## config.mk

```make
export PLATFORM = sky130hd
export DESIGN_NAME = result_history
export DESIGN_NICKNAME = d
export VERILOG_FILES = /design/src/rtl/result_history.sv
export SDC_FILE = /design/constraint.sdc
export NUM_CORES = 1
export LEC_CHECK = 0
export BUFFER_PORTS_ARGS = -buffer_cell sky130_fd_sc_hd__clkbuf_2
export CORE_MARGIN = 3
export CORE_UTILIZATION = 40
export CTS_CLUSTER_DIAMETER = 40
export CTS_CLUSTER_SIZE = 25
export DETAILED_ROUTE_END_ITERATION = 8
export GPL_TIMING_DRIVEN = 0
export MAX_ROUTING_LAYER = met4
export PLACE_DENSITY = 0.66
export SLEW_MARGIN = 10
export SYNTH_ARGS = -nofsm -noshare
export SYNTH_HDL_FRONTEND = slang
export SYNTH_SLANG_ARGS = --single-unit
```

## constraint.sdc

```tcl
create_clock -name clock -period 3.1 [get_ports clock]
set_clock_uncertainty 0.05 [all_clocks]
set_input_delay 0.155 -clock clock [delete_from_list [all_inputs] [get_ports clock]]
set_output_delay 0.155 -clock clock [all_outputs]
set_load 0.01 [all_outputs]
```

## src/rtl/result_history.sv

```systemverilog
// Circular store of the last DEPTH ALU results with a browsable view.
// Sits between the ALU output and the display driver.
module result_history #(
  parameter int WIDTH = 9,
  parameter int DEPTH = 8
) (
  input  logic                       clock,
  input  logic                       reset,
  input  logic                       enable,
  input  logic [WIDTH-1:0]           D,
  input  logic                       clear,
  input  logic                       step_back,
  input  logic                       step_fwd,
  output logic [WIDTH-1:0]           Q,
  output logic [WIDTH-1:0]           latest,
  output logic [$clog2(DEPTH)-1:0]   view_age,
  output logic [$clog2(DEPTH):0]     count,
  output logic                       full,
  output logic                       overflow
);

  localparam int AW = $clog2(DEPTH);
  localparam logic [AW:0] DEPTH_C = (AW+1)'(DEPTH);

  logic [WIDTH-1:0] mem [DEPTH];

  logic [AW-1:0] wp_q, wp_d;
  logic [AW:0]   cnt_q, cnt_d;
  logic [AW-1:0] age_q, age_d;
  logic          ovf_q, ovf_d;
  logic          we;

  logic [AW-1:0] lat_ptr;
  logic [AW-1:0] view_ptr;

  always_comb begin
    wp_d  = wp_q;
    cnt_d = cnt_q;
    age_d = age_q;
    ovf_d = ovf_q;
    we    = 1'b0;
    if (clear) begin
      wp_d  = '0;
      cnt_d = '0;
      age_d = '0;
      ovf_d = 1'b0;
    end else if (enable) begin
      we    = 1'b1;
      wp_d  = wp_q + AW'(1);
      age_d = '0;
      if (cnt_q == DEPTH_C) begin
        ovf_d = 1'b1;
      end else begin
        cnt_d = cnt_q + (AW+1)'(1);
      end
    end else if (step_back && !step_fwd) begin
      // never browse past the oldest valid entry
      if (({1'b0, age_q} + (AW+1)'(1)) < cnt_q) begin
        age_d = age_q + AW'(1);
      end
    end else if (step_fwd && !step_back) begin
      if (age_q != '0) begin
        age_d = age_q - AW'(1);
      end
    end
  end

  always_ff @(posedge clock) begin
    if (!reset) begin
      wp_q  <= '0;
      cnt_q <= '0;
      age_q <= '0;
      ovf_q <= 1'b0;
    end else begin
      wp_q  <= wp_d;
      cnt_q <= cnt_d;
      age_q <= age_d;
      ovf_q <= ovf_d;
    end
  end

  // storage has no reset; the count mask hides stale contents
  always_ff @(posedge clock) begin
    if (reset && we) begin
      mem[wp_q] <= D;
    end
  end

  assign lat_ptr  = wp_q - AW'(1);
  assign view_ptr = wp_q - AW'(1) - age_q;

  assign latest   = (cnt_q != '0) ? mem[lat_ptr]  : '0;
  assign Q        = (cnt_q != '0) ? mem[view_ptr] : '0;
  assign view_age = age_q;
  assign count    = cnt_q;
  assign full     = (cnt_q == DEPTH_C);
  assign overflow = ovf_q;

endmodule

```

# --- Word level (Yosys, flattened, before mapping) ---
# Memories as Yosys holds them, arrays and structs flattened.
# Cells that the tools add are included.
word_totals:
  regBits: 11
  mem_bits_rw: 72
  input_bits: 15
  out_inout_bits: 27
  wordCells: 41
  mem_count: 1
memory_table:
  columns: ["memory", "depth", "width", "read_ports", "rd_clocked_by_memory_dff", "write_ports", "line", "rtl"]
  rows:
  - ["mem", 8, 9, 2, 0, 1, "25", "logic [WIDTH-1:0] mem [DEPTH];"]
classes:
  n_addsub: 7
  magnitude_cmp: 1
  eq_ne: 2
  n_mux: 10
  bitwise_logic: 2
  reduce_logical: 14
ops:
  columns: ["op", "n"]
  rows:
  - ["$mux W9", 2]
  - ["$mux W3", 4]
  - ["$add A3 B1 Y3 const B", 2]
  - ["$sub A3 B1 Y3 const B", 2]
  - ["$add A3 B1 Y4 const B", 1]
  - ["$add A4 B1 Y4 const B", 1]
  - ["$eq A4 B4 Y1 const B", 1]
  - ["$lt A4 B4 Y1", 1]
  - ["$mux W1", 4]
  - ["$reduce_and A2 Y1", 2]
  - ["$reduce_bool A2 Y1", 2]
  - ["$reduce_bool A4 Y1", 1]
  - ["$logic_and A1 B1 Y1", 3]
  - ["$reduce_and A3 Y1", 1]
  - ["$reduce_bool A3 Y1", 1]
  - ["$reduce_or A3 Y1", 1]
  - ["$sub A3 B3 Y3", 1]
  - ["$logic_not A1 Y1", 2]
  - ["$ne A2 B1 Y1 const B", 1]
  - ["$not A1 Y1", 2]
  - ["$reduce_or A2 Y1", 1]

# --- Depth between registers and ports, before layout ---
# Gate-level depths: netlist of run 1.
depth:
  ltp_word: 5
  ltp_mapped: 9
  depth_no_buf: 8

# --- Worst setup path after synthesis of run 1 ---
# Ideal clock, no wire load.
synth_path:
  path_type: "register to output"
  start: "reg wp_q[0]"
  end: "out Q[7]"
  arrival_time_ns: 2.282
  required_ns: 2.895
  setup_slack_ns: 0.613
  stages_incl_launch_ff: 10
  path_buffers: 3
  path_cell_list: "dfxtp_1 buf_4 inv_1 ha_1 fa_1 clkbuf_8 clkbuf_8 mux4_2 mux2i_1 nor2_1"
synth_via:
  elab_chain_cells: 4
synth_lines:
  columns: ["element", "line", "rtl"]
  rows:
  - ["start: declaration", "27", "logic [AW-1:0] wp_q, wp_d;"]
  - ["start signal: assignment", "75", "wp_q <= wp_d;"]
  - ["$sub A3 B1 Y3", null, null]
  - ["named net lat_ptr[0]", "33", "logic [AW-1:0] lat_ptr;"]
  - ["$sub A3 B3 Y3", "90", "assign view_ptr = wp_q - AW'(1) - age_q;"]
  - ["$mem_v2 Z8 W9", null, null]
  - ["$mux W9", "93", "assign Q = (cnt_q != '0) ? mem[view_ptr] : '0;"]
  - ["end: declaration", "14", "output logic [WIDTH-1:0] Q,"]
# The timed path passes the listed nets, and every way through them passes these cells.

# --- Final worst setup path of run 1 ---
layout_path:
  start: "reg wp_q[0]"
  end: "out Q[3]"
# Same word-level chain as after synthesis.

==> impl_metrics.env, run 1 <==
export IMPL_status="finished, final reports clean"
export IMPL_final_util_pct=47.65
export IMPL_clockRootBuffer="clkbuf_8"
export IMPL_timing_final_crit_share_pct=95.19
export IMPL_drtPass1Iterations=4
export IMPL_placed_area_um2=4696
export IMPL_worst_slack_ns=0.1491
export IMPL_start_kind="flop"
export IMPL_worstSetupPathType="flop to output pin"
export IMPL_worst_pin_slew_ns=1.136
export IMPL_diodes=0
export IMPL_wirelength_um=9316
export IMPL_relSlewSlack_pct=23.71
export IMPL_dr_first_iter_drc_count=154
export IMPL_synthCells=268
export IMPL_max_stage_delay_ns=0.53
export IMPL_clock_latency_ns=0.34
export IMPL_wl_per_cell_um=19.91
export IMPL_cts_tree="built"
export IMPL_syn_cell_area_um2=4295
export IMPL_grt_pass1_vias=2578
export IMPL_ir_drop_uv=188.5
export IMPL_cts_max_level=3
export IMPL_gr_total_overflow=0
export IMPL_synth_top_area_share_pct=50.33
export IMPL_antenna_found_initial=0
export IMPL_crit_top_cell="buf_8"
export IMPL_drv_slew=0
export IMPL_rows=37
export IMPL_synthTopCellsByArea="edfxtp_1 50%, mux4_2 10%, mux4_1 9.8%, dfxtp_1 5.1%, ha_1 3.2%"
export IMPL_p_per_area_nw_per_um2=432.9
export IMPL_io_buffer_count=41
export IMPL_worstPathMaxFanout=10
export IMPL_dieHeight_um=109.6
export IMPL_ys_types=38
export IMPL_cts_buffers_inserted=9
export IMPL_grt_max_degree=16
export IMPL_antenna_left=0
export IMPL_gp_congestion=0.7822
export IMPL_finalSetupTns_ns=0
export IMPL_crit_path_end_kind="output pin"
export IMPL_min_path_type="input port to flop"
export IMPL_reg2reg_slack_ns=0.88
export IMPL_synth_edf_count=72
export IMPL_leakagePower_nw=1.825
export IMPL_hold_viol=0
export IMPL_critPathTopFamily="adder cells"
export IMPL_drc=0
export IMPL_ys_seq_area_share_pct=55.46
export IMPL_place_ws_ns=0.1306
export IMPL_synthArstFlopShare_pct=0
export IMPL_reg2reg_depth=3
export IMPL_synth_flop_cell="edfxtp_1"
export IMPL_crit_arrival_ns=2.75
export IMPL_coreArea_um2=10370
export IMPL_start_util_pct=41.42
export IMPL_syn_mean_instance_area_um2=16.03
export IMPL_ys_warnings_count=0
export IMPL_dp_hpwl_um=6254
export IMPL_path_clk_slew_ns=0.08
export IMPL_rsz0062_at_grt="no"
export IMPL_min_path_cells=1
export IMPL_layout_drive_gt1_share_pct=31.02
export IMPL_grt_use_total_pct=16.64
export IMPL_nets=355
export IMPL_fin_hold_ws_ns=0.03572
export IMPL_yosys_area_top_type="edfxtp_1"
export IMPL_cp_slowest_cell="fa_1"
export IMPL_cp_depth=10
export IMPL_clock_sinks=83
export IMPL_crit_buf_inv=5
export IMPL_crit_required_ns=2.89
export IMPL_cts_max_path_buffers=2
export IMPL_grt_pass1_wl_um=14060
export IMPL_die_w_um=109.6
export IMPL_maxCapViolCount=0
export IMPL_io_pins=42
export IMPL_max_freq_mhz=338.9
export IMPL_synth_nets=296
export IMPL_die_area_um2=12020
export IMPL_post_drt_via_cell_ratio=5.455
export IMPL_num_vias=2553
export IMPL_synth_seq_cells=83
export IMPL_design_area_um2=4941
export IMPL_post_route_min_period_ns=2.951
export IMPL_syn_to_final_growth_pct=15.03
export IMPL_setup_viol=0
export IMPL_crit_chain="buf_12 > inv_1 > ha_1 > fa_1 > buf_8 > buf_8 > mux4_1 > mux2i_1 > nor2_1 > clkbuf_2"
[state kept, by name, indices dropped and copies added (netlist names)]
| name | count |
|---|---|
| count | 4 |
| mem | 72 |
| overflow | 1 |
| view_age | 3 |
| wp_q | 3 |
[cell usage in the layout (no fill, tap or decap), drive strengths merged, types with 11 or more instances in the layout]
cell    netlist  final
dfxtp        11     11
clkbuf        6     54
inv          11     14
a21oi        12     12
edfxtp       72     72
ha           11     11
mux4         36     36
mux2i        13     13
nand2        27     27
nor2         24     24
buf           8     17
[through the flow]
stage	std cells	total power [W]
after floorplan	268	0.001391
after global placement	445	0.001459
after detailed placement	447	0.001465
after CTS	463	0.002148
after global routing	468	0.002227
final	468	0.002139
[report_power, final]
| group | switching (W) | total (W) | leakage [nW] | internal [W] |
|---|---|---|---|---|
| Clock | 0.000394 | 0.000690 | 0.0880 | 0.000296 |
| Combinational | 0.000120 | 0.000227 | 0.999 | 0.000107 |
| Sequential | 0.00000476 | 0.00122 | 0.739 | 0.00122 |
[layer usage]
layer	global-route usage (%)	share of wire [%]
met5	-	0
met4	4.363	0.91
met3	2.936	4.0
met2	27.11	50
met1	21.79	45
[cells in the mapped netlist, types with 2 or more instances]
cell	count
clkbuf_1	2
nand3_1	3
mux4_1	16
xor2_1	2
dfxtp_1	11
xnor2_1	5
edfxtp_1	72
fa_1	2
nor3_1	4
nor2_1	24
nand2b_1	3
mux2i_1	13
inv_1	11
buf_2	2
ha_1	11
nand2_1	27
nand4_1	2
buf_6	4
mux4_2	19
and3b_1	2
a21oi_1	12
buf_4	2
clkbuf_8	4
[layout make-up]
| class | instances | area [um^2] |
|---|---|---|
| multi-input combinational | 160 | 1749 |
| sequential | 83 | 2387 |
| inverter | 11 | 41.29 |
| buffer | 14 | 147.6 |
| tap | 136 | 170.2 |
| timing repair buffer | 48 | 270.3 |
| fill | 920 | 5429 |
| clock buffer | 9 | 123.9 |
| clock inverter | 7 | 51.30 |
[logic make-up after synthesis]
logic type / synth area share, %
flip-flops: 55.46
adder cells (fa/ha/maj): 4.136
buffers and inverters: 4.049
XOR/XNOR: 3.088
multiplexers: 23.36
AND/OR/NAND/NOR: 7.545
AO/OA/AOI/OAI: 2.360
[final timing paths]
path / from / endpoint
worst min register to register: overflow$_SDFFE_PP0P_ / overflow$_SDFFE_PP0P_
worst min-delay path: D[2] / mem[6][2]$_DFFE_PP_
worst max register to register: wp_q[0]$_SDFFE_PP0P_ / mem[6][0]$_DFFE_PP_
worst max-delay path: wp_q[0]$_SDFFE_PP0P_ / Q[3]
[repair_timing]
item,in CTS,in global routing
resized for setup,5,3
hold buffers,0,0
hold endpoints to repair,0,0
cloned,0,0
setup buffers,0,5
endpoints found under the setup margin,18,9
pin swaps,0,1
Note: power is estimated with default switching activity, not from simulation.
==> run 2, diff against run 1 <==
--- a/config.mk
+++ b/config.mk
@@ -11,7 +11,8 @@
 export CTS_CLUSTER_DIAMETER = 40
 export CTS_CLUSTER_SIZE = 25
 export DETAILED_ROUTE_END_ITERATION = 8
-export GPL_TIMING_DRIVEN = 0
+export GPL_ROUTABILITY_DRIVEN = 0
+export GPL_TIMING_DRIVEN = 1
 export MAX_ROUTING_LAYER = met4
 export PLACE_DENSITY = 0.66
 export SLEW_MARGIN = 10
==> run 2 against run 1 <==
Net effect:
- critical path depth shrank 2
- global-route usage shrank 0.089 points
- worst hold slack lost 0.0038 ns
- register-to-register slack gained 0.03 ns
- worst setup slack gained 0.075 ns
- total power grew 4.8%
- count of clock-buffer cells in the layout grew 2
- cell count shrank 0.85%
- largest cell class unchanged
==> impl_metrics.env, run 2 (synthesized netlist as in run 1, its figures left out) <==
export IMPL_wl_per_cell_um=19.41
export IMPL_crit_chain="inv_1 > ha_1 > fa_1 > buf_4 > mux4_1 > mux2i_1 > nor2_1 > clkbuf_2"
export IMPL_antenna_found_initial=0
export IMPL_maxCapViolCount=0
export IMPL_grt_use_total_pct=16.55
export IMPL_status="finished, final reports clean"
export IMPL_ir_drop_uv=261.6
export IMPL_dp_hpwl_um=6190
export IMPL_gr_total_overflow=0
export IMPL_top_register="mem"
export IMPL_grt_max_degree=20
export IMPL_die_w_um=109.6
export IMPL_min_path_type="input port to flop"
export IMPL_finalSetupTns_ns=0
export IMPL_antenna_left=0
export IMPL_grt_pass1_vias=2573
export IMPL_hold_viol=0
export IMPL_clock_latency_ns=0.34
export IMPL_crit_arrival_ns=2.67
export IMPL_drv_slew=0
export IMPL_cts_buffers_inserted=9
export IMPL_post_drt_via_cell_ratio=5.401
export IMPL_placed_area_um2=4666
export IMPL_min_path_cells=1
export IMPL_reg2reg_depth=7
export IMPL_design_area_um2=4891
export IMPL_max_stage_delay_ns=0.56
export IMPL_critPathTopFamily="adder cells"
export IMPL_coreArea_um2=10370
export IMPL_start_kind="flop"
export IMPL_dr_first_iter_drc_count=176
export IMPL_cp_slowest_cell="fa_1"
export IMPL_final_common_cell="edfxtp_1"
export IMPL_layout_drive_gt1_share_pct=29.27
export IMPL_largest_reg_flops=72
export IMPL_reg2reg_slack_ns=0.91
export IMPL_min_to="mem[3][5]$_DFFE_PP_"
export IMPL_rsz0062_at_grt="no"
export IMPL_max_freq_mhz=347.7
export IMPL_leakagePower_nw=1.809
export IMPL_setup_viol=0
export IMPL_path_clk_slew_ns=0.08
export IMPL_worstPathMaxFanout=11
export IMPL_clock_sinks=83
export IMPL_crit_required_ns=2.89
export IMPL_io_buffer_count=41
export IMPL_r2r_start="view_age[0]$_SDFFE_PP0P_"
export IMPL_cts_tree="built"
export IMPL_post_route_min_period_ns=2.876
export IMPL_final_cell_mix="72 x edfxtp_1, 41 x clkbuf_2, 27 x nand2_1, 24 x nor2_1, 19 x mux4_2"
export IMPL_crit_buf_inv=3
export IMPL_drtPass1Iterations=4
export IMPL_clockRootBuffer="clkbuf_8"
export IMPL_dp_cells=448
export IMPL_nets=352
export IMPL_timing_final_crit_share_pct=92.78
export IMPL_fin_hold_ws_ns=0.03194
export IMPL_timing_rr_end="view_age[0]$_SDFFE_PP0P_"
export IMPL_hp_start="D[5]"
export IMPL_worst_pin_slew_ns=0.8159
export IMPL_dieHeight_um=109.6
export IMPL_p_per_area_nw_per_um2=458.1
export IMPL_cts_max_path_buffers=2
export IMPL_rows=37
export IMPL_die_area_um2=12020
export IMPL_critical_path_startpoint="wp_q[0]$_SDFFE_PP0P_"
export IMPL_finalNonFillerCells=464
export IMPL_start_util_pct=41.42
export IMPL_wirelength_um=9007
export IMPL_io_pins=42
export IMPL_syn_to_final_growth_pct=13.87
export IMPL_cts_max_level=3
export IMPL_crit_path_end_kind="output pin"
export IMPL_place_ws_ns=0.4944
export IMPL_relSlewSlack_pct=45.61
export IMPL_diodes=0
export IMPL_worstSetupPathType="flop to output pin"
export IMPL_num_vias=2506
export IMPL_cts_resized=0
export IMPL_grt_pass1_wl_um=14090
export IMPL_worst_slack_ns=0.2239
export IMPL_drc=0
-- run 2: worst max path at each step --
stage                      end  depth (start not counted)  slack [ns]
after global routing      Q[0]                          8        0.05
after global placement    Q[0]                          8        0.53
final                     Q[1]                          8        0.22
after CTS                 Q[0]                          8        0.12
after detailed placement  Q[0]                          8        0.49
after floorplan           Q[7]                          9        0.61
-- run 2: metrics by stage --
step                      util, %  total power (W)
final                       47.16         0.002240
after global routing        47.16         0.002333
after CTS                   46.97         0.002262
after detailed placement    44.99         0.001453
after global placement      44.99         0.001449
after floorplan                 -         0.001391
-- run 2: worst reg2reg max path: cells and delay by family (launching register included) --
kind                     cells  cell delay, ns
buffers and inverters        1            0.13
flip-flops                   1            0.52
multiplexers                 1            0.22
AO/OA/AOI/OAI                3            0.61
adder cells (fa/ha/maj)      2            0.58
-- run 2: layout make-up --
class                      instances  area (um^2)
timing repair buffer              59        352.8
clock buffer                      11        131.4
fill                             905         5479
sequential                        83         2382
multi-input combinational        160         1739
tap                              136        170.2
inverter                          11        41.29
clock inverter                     4        73.82
-- run 2: timing repair --
action,CTS,global route
endpoints found under the setup margin,0,1
setup buffers,0,1
endpoints found under the hold margin,0,0
hold buffers,0,0
-- run 2: layer usage --
metal  vias to the layer above  routed length [um]  GRT usage, %
met1                      1268                3849         21.70
met5                         -                   0             -
met4                         0                  53         4.809
met3                         5                 461         2.466
met2                        77                4643         27.03
li1                       1156                   -             -
-- run 2: power breakdown --
group / total (W) / switching [W] / internal [W] / leakage [nW]
combinational: 0.000206 / 0.000109 / 0.0000961 / 0.967
clock: 0.000813 / 0.000361 / 0.000452 / 0.104
sequential: 0.00122 / 0.00000471 / 0.00122 / 0.738
total: 0.00224 / 0.000475 / 0.00177 / 1.81
==> run 3, diff against run 2 <==
--- a/config.mk
+++ b/config.mk
@@ -7,14 +7,14 @@
 export LEC_CHECK = 0
 export BUFFER_PORTS_ARGS = -buffer_cell sky130_fd_sc_hd__clkbuf_2
 export CORE_MARGIN = 3
-export CORE_UTILIZATION = 40
+export CORE_UTILIZATION = 55
 export CTS_CLUSTER_DIAMETER = 40
 export CTS_CLUSTER_SIZE = 25
 export DETAILED_ROUTE_END_ITERATION = 8
 export GPL_ROUTABILITY_DRIVEN = 0
 export GPL_TIMING_DRIVEN = 1
 export MAX_ROUTING_LAYER = met4
-export PLACE_DENSITY = 0.66
+export PLACE_DENSITY = 0.83
 export SLEW_MARGIN = 10
 export SYNTH_ARGS = -nofsm -noshare
 export SYNTH_HDL_FRONTEND = slang
==> run 3 against run 2 <==
Net effect:
- combinational power grew 2%
- worst hold slack is essentially flat
- die area shrank 26%
- critical endpoint is now Q[0]
- worst setup slack lost 0.058 ns
- critical path type unchanged
- critical path depth is the same
- global-route usage grew 4.7 points
- core utilization grew 18 points
- total power shrank 0.63%
- highest routed layer unchanged
- sequential share of layout area grew 0.40 points
- clock power shrank 2%
==> impl_metrics.env, run 3 (synthesized netlist as in run 1, its figures left out) <==
export IMPL_status="finished, final reports clean"
export IMPL_final_cell_mix="72 x edfxtp_1, 41 x clkbuf_2, 27 x nand2_1, 24 x nor2_1, 19 x mux4_2"
export IMPL_post_route_min_period_ns=2.935
export IMPL_die_w_um=94.37
export IMPL_crit_arrival_ns=2.73
export IMPL_worstPathMaxFanout=12
export IMPL_crit_chain="inv_1 > ha_1 > fa_2 > buf_12 > mux4_1 > mux2i_1 > nor2_1 > clkbuf_2"
export IMPL_dp_hpwl_um=5918
export IMPL_maxCapViolCount=0
export IMPL_num_vias=2580
export IMPL_wirelength_um=8806
export IMPL_io_pins=42
export IMPL_critPathTopFamily="adder cells"
export IMPL_cts_buffers_inserted=9
export IMPL_p_per_area_nw_per_um2=459.0
export IMPL_worst_pin_slew_ns=0.8362
export IMPL_io_buffer_count=41
export IMPL_clockRootBuffer="clkbuf_8"
export IMPL_ir_drop_uv=505.7
export IMPL_rows=31
export IMPL_wl_per_cell_um=20.62
export IMPL_min_to="mem[1][6]$_DFFE_PP_"
export IMPL_finalSetupTns_ns=0
export IMPL_antenna_found_initial=0
export IMPL_cp_slowest_cell="fa_2"
export IMPL_final_common_cell="edfxtp_1"
export IMPL_cts_max_level=3
export IMPL_cts_max_path_buffers=2
export IMPL_layout_drive_gt1_share_pct=30.18
export IMPL_grt_max_degree=20
export IMPL_timing_rr_end="view_age[0]$_SDFFE_PP0P_"
export IMPL_coreArea_um2=7408
export IMPL_clock_sinks=83
export IMPL_placed_area_um2=4609
export IMPL_drtPass1Iterations=4
export IMPL_design_area_um2=4851
export IMPL_leakagePower_nw=1.803
export IMPL_cts_hold_buf=0
export IMPL_grt_pass1_vias=2539
export IMPL_crit_path_end_kind="output pin"
export IMPL_fillerInstances=523
export IMPL_antenna_left=0
export IMPL_max_freq_mhz=340.8
export IMPL_crit_buf_inv=3
export IMPL_design_power_total_w=0.002226
export IMPL_post_drt_via_cell_ratio=6.042
export IMPL_max_stage_delay_ns=0.64
export IMPL_die_area_um2=8906
export IMPL_worstSetupPathType="flop to output pin"
export IMPL_relSlewSlack_pct=44.25
export IMPL_critical_path_startpoint="wp_q[1]$_SDFFE_PP0P_"
export IMPL_start_kind="flop"
export IMPL_timing_final_crit_share_pct=94.66
export IMPL_drv_slew=0
export IMPL_nets=351
export IMPL_drc=0
export IMPL_hold_viol=0
export IMPL_diodes=0
export IMPL_path_clk_slew_ns=0.09
export IMPL_r2r_start="view_age[0]$_SDFFE_PP0P_"
export IMPL_top_register="mem"
export IMPL_dieHeight_um=94.37
export IMPL_start_util_pct=57.98
export IMPL_cts_tree="built"
export IMPL_min_path_cells=1
export IMPL_syn_to_final_growth_pct=12.93
export IMPL_setup_viol=0
export IMPL_crit_required_ns=2.89
export IMPL_gr_total_overflow=0
export IMPL_reg2reg_slack_ns=0.97
export IMPL_grt_pass1_wl_um=13440
export IMPL_min_path_type="input port to flop"
export IMPL_grt_use_total_pct=21.28
export IMPL_hp_start="D[6]"
export IMPL_reg2reg_depth=7
export IMPL_largest_reg_flops=72
export IMPL_dr_first_iter_drc_count=238
export IMPL_clock_latency_ns=0.34
export IMPL_rsz0062_at_grt="no"
run 3: cell count changes in the layout (fill, tap and decap cells not counted):
cell	before	now
fa_1	2	1
buf_12	1	2
fa_2	0	1
clkinvlp_4	0	1
buf_4	17	15
inv_8	0	1
clkbuf_1	2	0
bufinv_16	2	1
inv_6	1	3
run 3: worst max-delay path by stage:
stage / cells after the start / end / slack, ns
3_5_place_dp: 8 / Q[0] / 0.41
6_report: 8 / Q[0] / 0.17
5_1_grt: 8 / Q[0] / 0.02
3_3_place_gp: 8 / Q[0] / 0.45
4_1_cts: 8 / Q[0] / 0.02
2_1_floorplan: 9 / Q[7] / 0.61
run 3: per-layer routing:
metal	part of all wire, %	up-vias	global-route usage, %
met5	0	-	-
met4	1.7	0	9.025
met3	7.7	14	2.869
met2	51	107	33.92
met1	40	1297	27.87
li1	-	1162	-
run 3: cell type report:
| class | count | area, um^2 | area share [%] |
|---|---|---|---|
| clock buffers | 9 | 123.9 | 2.554 |
| flip-flops and latches | 83 | 2382 | 49.11 |
| well taps | 99 | 123.9 | 2.554 |
| clock inverters | 7 | 80.08 | 1.651 |
| inverters | 11 | 41.29 | 0.8512 |
| multi-input cells | 160 | 1742 | 35.90 |
| repair buffers | 58 | 357.8 | 7.377 |
run 3: what timing repair did:
| action | in CTS | in global routing |
|---|---|---|
| setup endpoints to repair | 0 | 7 |
| setup buffers | 0 | 3 |
| gates resized for setup | 0 | 1 |
run 3: worst reg2reg max path: stages, from the launching register on:
cell,delay [ns]
dfxtp_1,0.50
inv_1,0.12
ha_1,0.31
ha_1,0.27
o211ai_1,0.07
o211a_1,0.27
o21bai_1,0.25
mux2i_1,0.21
run 3: where the power goes:
group,total (W),internal [W],switching (W),leakage (nW)
clock network,0.000794,0.000385,0.000409,0.103
logic,0.000210,0.0000981,0.000112,0.963
registers,0.00122,0.00122,0.00000459,0.738
run 3: metrics by stage:
step | hold slack, ns | setup WS (ns) | std cells | util (%)
2_1_floorplan | 0.2039 | 0.6130 | 268 | -
3_3_place_gp | 0.3744 | 0.4458 | 408 | 62.22
3_5_place_dp | 0.3872 | 0.4126 | 408 | 62.22
4_1_cts | 0.02212 | 0.01969 | 424 | 64.97
5_1_grt | 0.03595 | 0.02020 | 427 | 65.48
6_report | 0.03153 | 0.1655 | 427 | 65.48
